**config.mk**
```make
export PLATFORM = sky130hd
export DESIGN_NAME = id_opfetch_flat
export DESIGN_NICKNAME = d
export VERILOG_FILES = /design/src/rtl/id_opfetch_pkg.sv /design/src/rtl/id_opfetch_if.sv /design/src/rtl/id_opfetch_opnd_fwd.sv /design/src/rtl/id_opfetch.sv /design/src/flat_wrapper.sv
export SDC_FILE = /design/constraint.sdc
export NUM_CORES = 1
export LEC_CHECK = 0
export ABC_AREA = 1
export CORE_AREA = 2 2 133 135
export CTS_CLUSTER_DIAMETER = 80
export DETAILED_ROUTE_END_ITERATION = 10
export DIE_AREA = 0 0 135 137
export PLACE_DENSITY = 0.87
export SYNTH_ARGS = -nofsm -noshare
export SYNTH_HDL_FRONTEND = slang
export SYNTH_SLANG_ARGS = --single-unit
```
**constraint.sdc**
```tcl
create_clock -name clk -period 3.6 [get_ports clk]
set_input_delay 0.72 -clock clk [delete_from_list [all_inputs] [get_ports clk]]
set_output_delay 0.72 -clock clk [all_outputs]
set_load 0.05 [all_outputs]
```
**src/rtl/id_opfetch_pkg.sv**
```systemverilog
// Shared widths, pipeline constants and ID/EX latch types for the operand-fetch stage.
package id_opfetch_pkg;

    localparam int DATA_W = 32;
    localparam int ADDR_W = 5;
    localparam int OP_W   = 8;
    localparam int CNT_W  = 32;

    localparam logic [DATA_W-1:0] ZeroWord     = '0;
    localparam logic [ADDR_W-1:0] NOPRegAddr   = '0;
    localparam logic [OP_W-1:0]   EXE_NOP_OP   = 8'h00;
    localparam logic              ReadEnable   = 1'b1;
    localparam logic              ReadDisable  = 1'b0;
    localparam logic              WriteEnable  = 1'b1;
    localparam logic              WriteDisable = 1'b0;

    // What the ID/EX latch does on the next clock edge (reset is handled separately).
    typedef enum logic [1:0] {
        ACT_LOAD   = 2'd0,
        ACT_HOLD   = 2'd1,
        ACT_FLUSH  = 2'd2,
        ACT_BUBBLE = 2'd3
    } latch_act_e;

    // Contents of the ID/EX latch.
    typedef struct packed {
        logic              valid;
        logic [DATA_W-1:0] reg1;
        logic [DATA_W-1:0] reg2;
        logic [ADDR_W-1:0] wd;
        logic              wreg;
        logic [OP_W-1:0]   aluop;
    } idex_t;

    // An empty pipeline slot: no write-back, NOP opcode, zero operands.
    function automatic idex_t idex_bubble();
        idex_t b;
        b.valid = 1'b0;
        b.reg1  = ZeroWord;
        b.reg2  = ZeroWord;
        b.wd    = NOPRegAddr;
        b.wreg  = WriteDisable;
        b.aluop = EXE_NOP_OP;
        return b;
    endfunction

endpackage

```
**src/rtl/id_opfetch_if.sv**
```systemverilog
// Bundle of decode inputs, register-file read ports, forwarding sources and ID/EX outputs.
interface id_opfetch_if;
    import id_opfetch_pkg::*;

    logic              inst_valid_i;
    logic [ADDR_W-1:0] rs_addr_i;
    logic [ADDR_W-1:0] rt_addr_i;
    logic              rs_use_i;
    logic              rt_use_i;
    logic              imm_sel_i;
    logic [DATA_W-1:0] imm_i;
    logic [ADDR_W-1:0] wd_i;
    logic              wreg_i;
    logic [OP_W-1:0]   aluop_i;

    logic [ADDR_W-1:0] reg1_addr_o;
    logic [ADDR_W-1:0] reg2_addr_o;
    logic              reg1_read_o;
    logic              reg2_read_o;
    logic [DATA_W-1:0] reg1_data_i;
    logic [DATA_W-1:0] reg2_data_i;

    logic [ADDR_W-1:0] ex_wd_i;
    logic              ex_wreg_i;
    logic [DATA_W-1:0] ex_wdata_i;
    logic              ex_is_load_i;
    logic [ADDR_W-1:0] mem_wd_i;
    logic              mem_wreg_i;
    logic [DATA_W-1:0] mem_wdata_i;

    logic              stall_i;
    logic              flush_i;
    logic              stallreq_o;

    logic              ex_valid_o;
    logic [DATA_W-1:0] ex_reg1_o;
    logic [DATA_W-1:0] ex_reg2_o;
    logic [ADDR_W-1:0] ex_wd_o;
    logic              ex_wreg_o;
    logic [OP_W-1:0]   ex_aluop_o;
    logic [CNT_W-1:0]  stall_cnt_o;

    modport master (
        output inst_valid_i, rs_addr_i, rt_addr_i, rs_use_i, rt_use_i, imm_sel_i, imm_i,
               wd_i, wreg_i, aluop_i, reg1_data_i, reg2_data_i,
               ex_wd_i, ex_wreg_i, ex_wdata_i, ex_is_load_i,
               mem_wd_i, mem_wreg_i, mem_wdata_i, stall_i, flush_i,
        input  reg1_addr_o, reg2_addr_o, reg1_read_o, reg2_read_o, stallreq_o,
               ex_valid_o, ex_reg1_o, ex_reg2_o, ex_wd_o, ex_wreg_o, ex_aluop_o, stall_cnt_o
    );

    modport slave (
        input  inst_valid_i, rs_addr_i, rt_addr_i, rs_use_i, rt_use_i, imm_sel_i, imm_i,
               wd_i, wreg_i, aluop_i, reg1_data_i, reg2_data_i,
               ex_wd_i, ex_wreg_i, ex_wdata_i, ex_is_load_i,
               mem_wd_i, mem_wreg_i, mem_wdata_i, stall_i, flush_i,
        output reg1_addr_o, reg2_addr_o, reg1_read_o, reg2_read_o, stallreq_o,
               ex_valid_o, ex_reg1_o, ex_reg2_o, ex_wd_o, ex_wreg_o, ex_aluop_o, stall_cnt_o
    );

endinterface

```
**src/rtl/id_opfetch_opnd_fwd.sv**
```systemverilog
// Resolves one source operand from the register file, EX/MEM forwarding or the immediate,
// and flags a load-use hazard when the value is still being loaded in EX.
module opnd_fwd
    import id_opfetch_pkg::*;
(
    input  logic              i_read_en,
    input  logic              i_imm_sel,
    input  logic [DATA_W-1:0] i_imm,
    input  logic [ADDR_W-1:0] i_addr,
    input  logic [DATA_W-1:0] i_rf_data,
    input  logic [ADDR_W-1:0] i_ex_wd,
    input  logic              i_ex_wreg,
    input  logic [DATA_W-1:0] i_ex_wdata,
    input  logic              i_ex_is_load,
    input  logic [ADDR_W-1:0] i_mem_wd,
    input  logic              i_mem_wreg,
    input  logic [DATA_W-1:0] i_mem_wdata,
    output logic [DATA_W-1:0] o_data,
    output logic              o_load_hazard
);

    logic w_addr_nz;
    logic w_ex_hit;
    logic w_mem_hit;

    assign w_addr_nz = (i_addr != NOPRegAddr);
    assign w_ex_hit  = i_ex_wreg & (i_ex_wd == i_addr);
    assign w_mem_hit = i_mem_wreg & (i_mem_wd == i_addr);

    // A load in EX has no data yet, so a matching read must wait one cycle.
    assign o_load_hazard = i_read_en & w_addr_nz & w_ex_hit & i_ex_is_load;

    // Pick the youngest valid producer; r0 is hard-wired to zero.
    always_comb begin
        o_data = ZeroWord;
        if (!i_read_en) begin
            o_data = i_imm_sel ? i_imm : ZeroWord;
        end else if (!w_addr_nz) begin
            o_data = ZeroWord;
        end else if (w_ex_hit && !i_ex_is_load) begin
            o_data = i_ex_wdata;
        end else if (w_mem_hit) begin
            o_data = i_mem_wdata;
        end else begin
            o_data = i_rf_data;
        end
    end

endmodule

```
**src/rtl/id_opfetch.sv**
```systemverilog
// Operand fetch and ID/EX latch: drives register-file reads, forwards from EX/MEM,
// requests a bubble on load-use and counts the bubbles it inserts.
module id_opfetch
    import id_opfetch_pkg::*;
(
    input  logic        clk,
    input  logic        rst,
    id_opfetch_if.slave bus
);

    logic              w_read1_en;
    logic              w_read2_en;
    logic [DATA_W-1:0] w_opnd1;
    logic [DATA_W-1:0] w_opnd2;
    logic              w_hz1;
    logic              w_hz2;
    logic              w_stallreq;
    latch_act_e        w_act;
    idex_t             w_idex_load;
    idex_t             r_idex;
    logic [CNT_W-1:0]  r_stall_cnt;

    assign w_read1_en = bus.inst_valid_i & bus.rs_use_i;
    assign w_read2_en = bus.inst_valid_i & bus.rt_use_i & ~bus.imm_sel_i;

    assign bus.reg1_addr_o = bus.rs_addr_i;
    assign bus.reg2_addr_o = bus.rt_addr_i;
    assign bus.reg1_read_o = w_read1_en;
    assign bus.reg2_read_o = w_read2_en;

    opnd_fwd u_fwd1 (
        .i_read_en     (w_read1_en),
        .i_imm_sel     (1'b0),
        .i_imm         (ZeroWord),
        .i_addr        (bus.rs_addr_i),
        .i_rf_data     (bus.reg1_data_i),
        .i_ex_wd       (bus.ex_wd_i),
        .i_ex_wreg     (bus.ex_wreg_i),
        .i_ex_wdata    (bus.ex_wdata_i),
        .i_ex_is_load  (bus.ex_is_load_i),
        .i_mem_wd      (bus.mem_wd_i),
        .i_mem_wreg    (bus.mem_wreg_i),
        .i_mem_wdata   (bus.mem_wdata_i),
        .o_data        (w_opnd1),
        .o_load_hazard (w_hz1)
    );

    opnd_fwd u_fwd2 (
        .i_read_en     (w_read2_en),
        .i_imm_sel     (bus.imm_sel_i),
        .i_imm         (bus.imm_i),
        .i_addr        (bus.rt_addr_i),
        .i_rf_data     (bus.reg2_data_i),
        .i_ex_wd       (bus.ex_wd_i),
        .i_ex_wreg     (bus.ex_wreg_i),
        .i_ex_wdata    (bus.ex_wdata_i),
        .i_ex_is_load  (bus.ex_is_load_i),
        .i_mem_wd      (bus.mem_wd_i),
        .i_mem_wreg    (bus.mem_wreg_i),
        .i_mem_wdata   (bus.mem_wdata_i),
        .o_data        (w_opnd2),
        .o_load_hazard (w_hz2)
    );

    assign w_stallreq     = w_hz1 | w_hz2;
    assign bus.stallreq_o = w_stallreq;

    assign w_idex_load = '{valid: bus.inst_valid_i,
                           reg1:  w_opnd1,
                           reg2:  w_opnd2,
                           wd:    bus.wd_i,
                           wreg:  bus.wreg_i,
                           aluop: bus.aluop_i};

    // Flush beats a downstream hold, which in turn beats our own load-use bubble.
    always_comb begin
        w_act = ACT_LOAD;
        if (bus.flush_i) begin
            w_act = ACT_FLUSH;
        end else if (bus.stall_i) begin
            w_act = ACT_HOLD;
        end else if (w_stallreq) begin
            w_act = ACT_BUBBLE;
        end
    end

    // ID/EX latch update.
    always_ff @(posedge clk) begin
        if (rst) begin
            r_idex <= idex_bubble();
        end else begin
            case (w_act)
                ACT_FLUSH,
                ACT_BUBBLE: r_idex <= idex_bubble();
                ACT_HOLD:   r_idex <= r_idex;
                default:    r_idex <= w_idex_load;
            endcase
        end
    end

    // Saturating count of bubbles caused only by load-use hazards.
    always_ff @(posedge clk) begin
        if (rst) begin
            r_stall_cnt <= '0;
        end else if ((w_act == ACT_BUBBLE) && (r_stall_cnt != '1)) begin
            r_stall_cnt <= r_stall_cnt + CNT_W'(1);
        end
    end

    assign bus.ex_valid_o  = r_idex.valid;
    assign bus.ex_reg1_o   = r_idex.reg1;
    assign bus.ex_reg2_o   = r_idex.reg2;
    assign bus.ex_wd_o     = r_idex.wd;
    assign bus.ex_wreg_o   = r_idex.wreg;
    assign bus.ex_aluop_o  = r_idex.aluop;
    assign bus.stall_cnt_o = r_stall_cnt;

endmodule
```
**src/flat_wrapper.sv**
```systemverilog
// flat-port wrapper written by rule: the top's interface ports become plain ports
module id_opfetch_flat import id_opfetch_pkg::*;
  (clk, rst, bus_inst_valid_i, bus_rs_addr_i, bus_rt_addr_i, bus_rs_use_i, bus_rt_use_i, bus_imm_sel_i, bus_imm_i, bus_wd_i, bus_wreg_i, bus_aluop_i, bus_reg1_data_i, bus_reg2_data_i, bus_ex_wd_i, bus_ex_wreg_i, bus_ex_wdata_i, bus_ex_is_load_i, bus_mem_wd_i, bus_mem_wreg_i, bus_mem_wdata_i, bus_stall_i, bus_flush_i, bus_reg1_addr_o, bus_reg2_addr_o, bus_reg1_read_o, bus_reg2_read_o, bus_stallreq_o, bus_ex_valid_o, bus_ex_reg1_o, bus_ex_reg2_o, bus_ex_wd_o, bus_ex_wreg_o, bus_ex_aluop_o, bus_stall_cnt_o);
  id_opfetch_if bus_i ();
  input  logic clk;
  input  logic rst;
  input wire logic [$bits(bus_i.inst_valid_i)-1:0] bus_inst_valid_i;
  input wire logic [$bits(bus_i.rs_addr_i)-1:0] bus_rs_addr_i;
  input wire logic [$bits(bus_i.rt_addr_i)-1:0] bus_rt_addr_i;
  input wire logic [$bits(bus_i.rs_use_i)-1:0] bus_rs_use_i;
  input wire logic [$bits(bus_i.rt_use_i)-1:0] bus_rt_use_i;
  input wire logic [$bits(bus_i.imm_sel_i)-1:0] bus_imm_sel_i;
  input wire logic [$bits(bus_i.imm_i)-1:0] bus_imm_i;
  input wire logic [$bits(bus_i.wd_i)-1:0] bus_wd_i;
  input wire logic [$bits(bus_i.wreg_i)-1:0] bus_wreg_i;
  input wire logic [$bits(bus_i.aluop_i)-1:0] bus_aluop_i;
  input wire logic [$bits(bus_i.reg1_data_i)-1:0] bus_reg1_data_i;
  input wire logic [$bits(bus_i.reg2_data_i)-1:0] bus_reg2_data_i;
  input wire logic [$bits(bus_i.ex_wd_i)-1:0] bus_ex_wd_i;
  input wire logic [$bits(bus_i.ex_wreg_i)-1:0] bus_ex_wreg_i;
  input wire logic [$bits(bus_i.ex_wdata_i)-1:0] bus_ex_wdata_i;
  input wire logic [$bits(bus_i.ex_is_load_i)-1:0] bus_ex_is_load_i;
  input wire logic [$bits(bus_i.mem_wd_i)-1:0] bus_mem_wd_i;
  input wire logic [$bits(bus_i.mem_wreg_i)-1:0] bus_mem_wreg_i;
  input wire logic [$bits(bus_i.mem_wdata_i)-1:0] bus_mem_wdata_i;
  input wire logic [$bits(bus_i.stall_i)-1:0] bus_stall_i;
  input wire logic [$bits(bus_i.flush_i)-1:0] bus_flush_i;
  output wire logic [$bits(bus_i.reg1_addr_o)-1:0] bus_reg1_addr_o;
  output wire logic [$bits(bus_i.reg2_addr_o)-1:0] bus_reg2_addr_o;
  output wire logic [$bits(bus_i.reg1_read_o)-1:0] bus_reg1_read_o;
  output wire logic [$bits(bus_i.reg2_read_o)-1:0] bus_reg2_read_o;
  output wire logic [$bits(bus_i.stallreq_o)-1:0] bus_stallreq_o;
  output wire logic [$bits(bus_i.ex_valid_o)-1:0] bus_ex_valid_o;
  output wire logic [$bits(bus_i.ex_reg1_o)-1:0] bus_ex_reg1_o;
  output wire logic [$bits(bus_i.ex_reg2_o)-1:0] bus_ex_reg2_o;
  output wire logic [$bits(bus_i.ex_wd_o)-1:0] bus_ex_wd_o;
  output wire logic [$bits(bus_i.ex_wreg_o)-1:0] bus_ex_wreg_o;
  output wire logic [$bits(bus_i.ex_aluop_o)-1:0] bus_ex_aluop_o;
  output wire logic [$bits(bus_i.stall_cnt_o)-1:0] bus_stall_cnt_o;
  assign bus_i.inst_valid_i = bus_inst_valid_i;
  assign bus_i.rs_addr_i = bus_rs_addr_i;
  assign bus_i.rt_addr_i = bus_rt_addr_i;
  assign bus_i.rs_use_i = bus_rs_use_i;
  assign bus_i.rt_use_i = bus_rt_use_i;
  assign bus_i.imm_sel_i = bus_imm_sel_i;
  assign bus_i.imm_i = bus_imm_i;
  assign bus_i.wd_i = bus_wd_i;
  assign bus_i.wreg_i = bus_wreg_i;
  assign bus_i.aluop_i = bus_aluop_i;
  assign bus_i.reg1_data_i = bus_reg1_data_i;
  assign bus_i.reg2_data_i = bus_reg2_data_i;
  assign bus_i.ex_wd_i = bus_ex_wd_i;
  assign bus_i.ex_wreg_i = bus_ex_wreg_i;
  assign bus_i.ex_wdata_i = bus_ex_wdata_i;
  assign bus_i.ex_is_load_i = bus_ex_is_load_i;
  assign bus_i.mem_wd_i = bus_mem_wd_i;
  assign bus_i.mem_wreg_i = bus_mem_wreg_i;
  assign bus_i.mem_wdata_i = bus_mem_wdata_i;
  assign bus_i.stall_i = bus_stall_i;
  assign bus_i.flush_i = bus_flush_i;
  assign bus_reg1_addr_o = bus_i.reg1_addr_o;
  assign bus_reg2_addr_o = bus_i.reg2_addr_o;
  assign bus_reg1_read_o = bus_i.reg1_read_o;
  assign bus_reg2_read_o = bus_i.reg2_read_o;
  assign bus_stallreq_o = bus_i.stallreq_o;
  assign bus_ex_valid_o = bus_i.ex_valid_o;
  assign bus_ex_reg1_o = bus_i.ex_reg1_o;
  assign bus_ex_reg2_o = bus_i.ex_reg2_o;
  assign bus_ex_wd_o = bus_i.ex_wd_o;
  assign bus_ex_wreg_o = bus_i.ex_wreg_o;
  assign bus_ex_aluop_o = bus_i.ex_aluop_o;
  assign bus_stall_cnt_o = bus_i.stall_cnt_o;
  id_opfetch u_core (.clk(clk), .rst(rst), .bus(bus_i));
endmodule
```
==> out/qor.yml <==
status: "finished, final reports clean"
relSlewSlack_pct: 39.04
criticalPathCategory: "input port to primary output"
ys_ff_latch: 111
setup_tns_ns: 0
postSynthCellCount: 1382
reg2regPathDepth: 10
critPathMaxStageDelay_ns: 0.54
core_um2: 17060
finalSetupViolCount: 0
placedCellCount: 1860
period_needed_ns: 2.990
die-area_um2: 18500
place_hpwl_mm: 23.92
track_usage_pct: 34.13
layout_setup_ws_ns: 0.6103
maxCapViolCount: 0
syn_nets: 1588
r2r_slack_ns: 1.39
hold_viol: 0
hold_end: "u_core.bus.ex_reg2_o[21]"
cp_common_cell: "nand2_1"
numCtsBuffers: 9
h-tree-depth: 3
syn_avg_cell_area_um2: 5.795
area_growth_syn_to_layout_pct: 45.52
cts_sinks: 111
die_y_um: 137
ys_seq_area_share_pct: 27.75
ys_warn_count: 0
hold_slack_ns: 0.4673
post-synth-top-count-cell: "nand2_1"
initial_core_util_pct: 46.96
place_ws_ns: 0.5515
clock_latency_ns: 0.37
wirelength_mm: 32.61
fin_total_pwr_mw: 3.132
synth.area.top_cells: "dfxtp_1 (28%), nand2_1 (21%), nand4_1 (8.4%), nor2_1 (7.7%), inv_1 (7.5%)"
min_path_type: "flip-flop to flip-flop"
post-cts-setup-buffer-count: 0
dr.pass1.iters: 6
grt_setup_unrepaired: "no"
final_layout_size_suffix_gt1_share_pct: 6.905
required_ns: 2.88
finalInstanceArea_um2: 11650
cts_resized: 0
grt_max_degree: 65
drc_errors: 0
gp_congestion: 0.9330
synth.distinct_cells: 29
clk_pin_slew_ns: 0.08
ctsRootBufferMaster: "clkbuf_16"
path_max_fanout: 4
synth_top_area_cell: "dfxtp_1"
grt_first_pass_wirelength_mm: 49.62
netlist_area_um2: 8009
worstReg2RegStart: "u_core.bus.stall_cnt_o[0]"
synth_edf_count: 0
drt_iter0_drc: 1115
cp_cell_sequence: "clkdlybuf4s50_1, inv_1, a21oi_1, nand2_1, nor2_1, nand4_1, nand2_1, buf_12"
async_flop_share_pct: 0
cp-start-kind: "input port"
place_area_um2: 11340
die-width_um: 135
layout.nets: 1852
grt_antenna_before_repair: 4
tightest_slew_ns: 0.9143
row_count: 48
synth_top_area_share_pct: 27.75
cts_tree: "done"
synthTopCellsByCount: "nand2_1 (446), nor2_1 (165), inv_1 (160)"
fin_crit_sh_pct: 83.05
fmax_ghz: 0.3345
p_leak_nw: 4.997
clock_path_buffers: 2
cts.hold.buffers_added: 0
drv_slew: 0
viasPerCell: 5.394
power_density_nw_per_um2: 268.7
routedWlPerCell_um: 17.35
clock_skew_ns: 0.01288
cp-end-kind: "primary output"
utilization_pct: 68.33
overflow: 0
holdCritStartpoint: "u_core.bus.ex_reg2_o[21]"
ios: 329
port_buffers: 328
hold_depth: 2
arrival_ns: 2.27
rr_endpoint: "u_core.bus.stall_cnt_o[19]"
grt_pass1_vias: 9270
slowest_stage: "clkdlybuf4s50_1"
ir_worst_vdd_mv: 0.2095
post_layout_nonfiller_instances: 1880
drtAntennaViolNets: 0
vias: 10140
synth-main-ff-cell: "dfxtp_1"
how the worst max path moves through the flow:
stage | startpoint | end | slack [ns] | depth (start not counted)
finish | bus_rs_addr_i[3] | bus_stallreq_o | 0.61 | 8
global route | bus_rs_addr_i[3] | bus_stallreq_o | 0.49 | 8
CTS | bus_rs_addr_i[3] | bus_stallreq_o | 0.63 | 8
detailed placement | bus_inst_valid_i | u_core.bus.stall_cnt_o[19] | 0.55 | 13
global placement | bus_rs_addr_i[1] | u_core.bus.ex_valid_o | 0.55 | 10
floorplan | bus_imm_sel_i | u_core.bus.stall_cnt_o[6] | 0.55 | 10
kinds of logic (layout without fill, tap and decap cells):
logic type | count (synthesis) | after routing | synth area share, %
buffers and inverters | 269 | 538 | 13.97
xor gates and xnor gates | 31 | 31 | 3.390
AOI/OAI and AO/OA | 121 | 121 | 8.561
and+or+nand+nor | 849 | 849 | 46.18
adders and majority gates | 1 | 1 | 0.1562
other | 0 | 4 | 0
DFF | 111 | 111 | 27.75
where the power goes:
part	total [mW]	internal [mW]	switching (mW)
Combinational	0.805	0.342	0.463
Clock	1.07	0.502	0.565
Sequential	1.26	1.25	0.0114
worst max-delay path: cells and delay by family:
kind / cells / cell delay [ns]
buffers and inverters: 3 / 0.81
and+or+nand+nor: 4 / 0.62
AOI/OAI and AO/OA: 1 / 0.12
area by class of cell:
class / instances / area [µm²]
Clock buffer: 9 / 225.2
Sequential cell: 111 / 2222
Antenna cell: 4 / 10.01
Inverter: 171 / 641.9
Tap cell: 225 / 281.5
Multi-Input combinational cell: 1002 / 4696
Timing Repair Buffer: 351 / 3498
Clock inverter: 7 / 80.08
Fill cell: 1548 / 5401
placed cells by master, fill, tap and decap left out, drive strengths merged:
cell,count
clkbuf,9
clkinv,2
o22ai,1
nor3b,1
a21oi,83
ha,1
dfxtp,111
nand4,108
nor3,14
clkdlybuf4s50,325
inv,175
nor2,173
and3,1
buf,26
diode,4
o21ai,37
nand3,83
xnor2,10
xor2,21
nand2,469
clkinvlp,1
flip-flops by register name (all words and copies together) (netlist names):
signal / flops
u_core.bus.ex_reg2_o: 32
u_core.bus.ex_valid_o: 1
u_core.bus.ex_aluop_o: 8
u_core.bus.ex_wreg_o: 1
u_core.bus.stall_cnt_o: 32
u_core.bus.ex_wd_o: 5
u_core.bus.ex_reg1_o: 32
routing by layer:
layer / global-route usage, % / wire length, µm
met5: 0 / 0
met4: 19.16 / 1802
met3: 6.519 / 3548
met2: 56.49 / 15100
met1: 41.73 / 12160
Power figures use the tool's default switching activity.
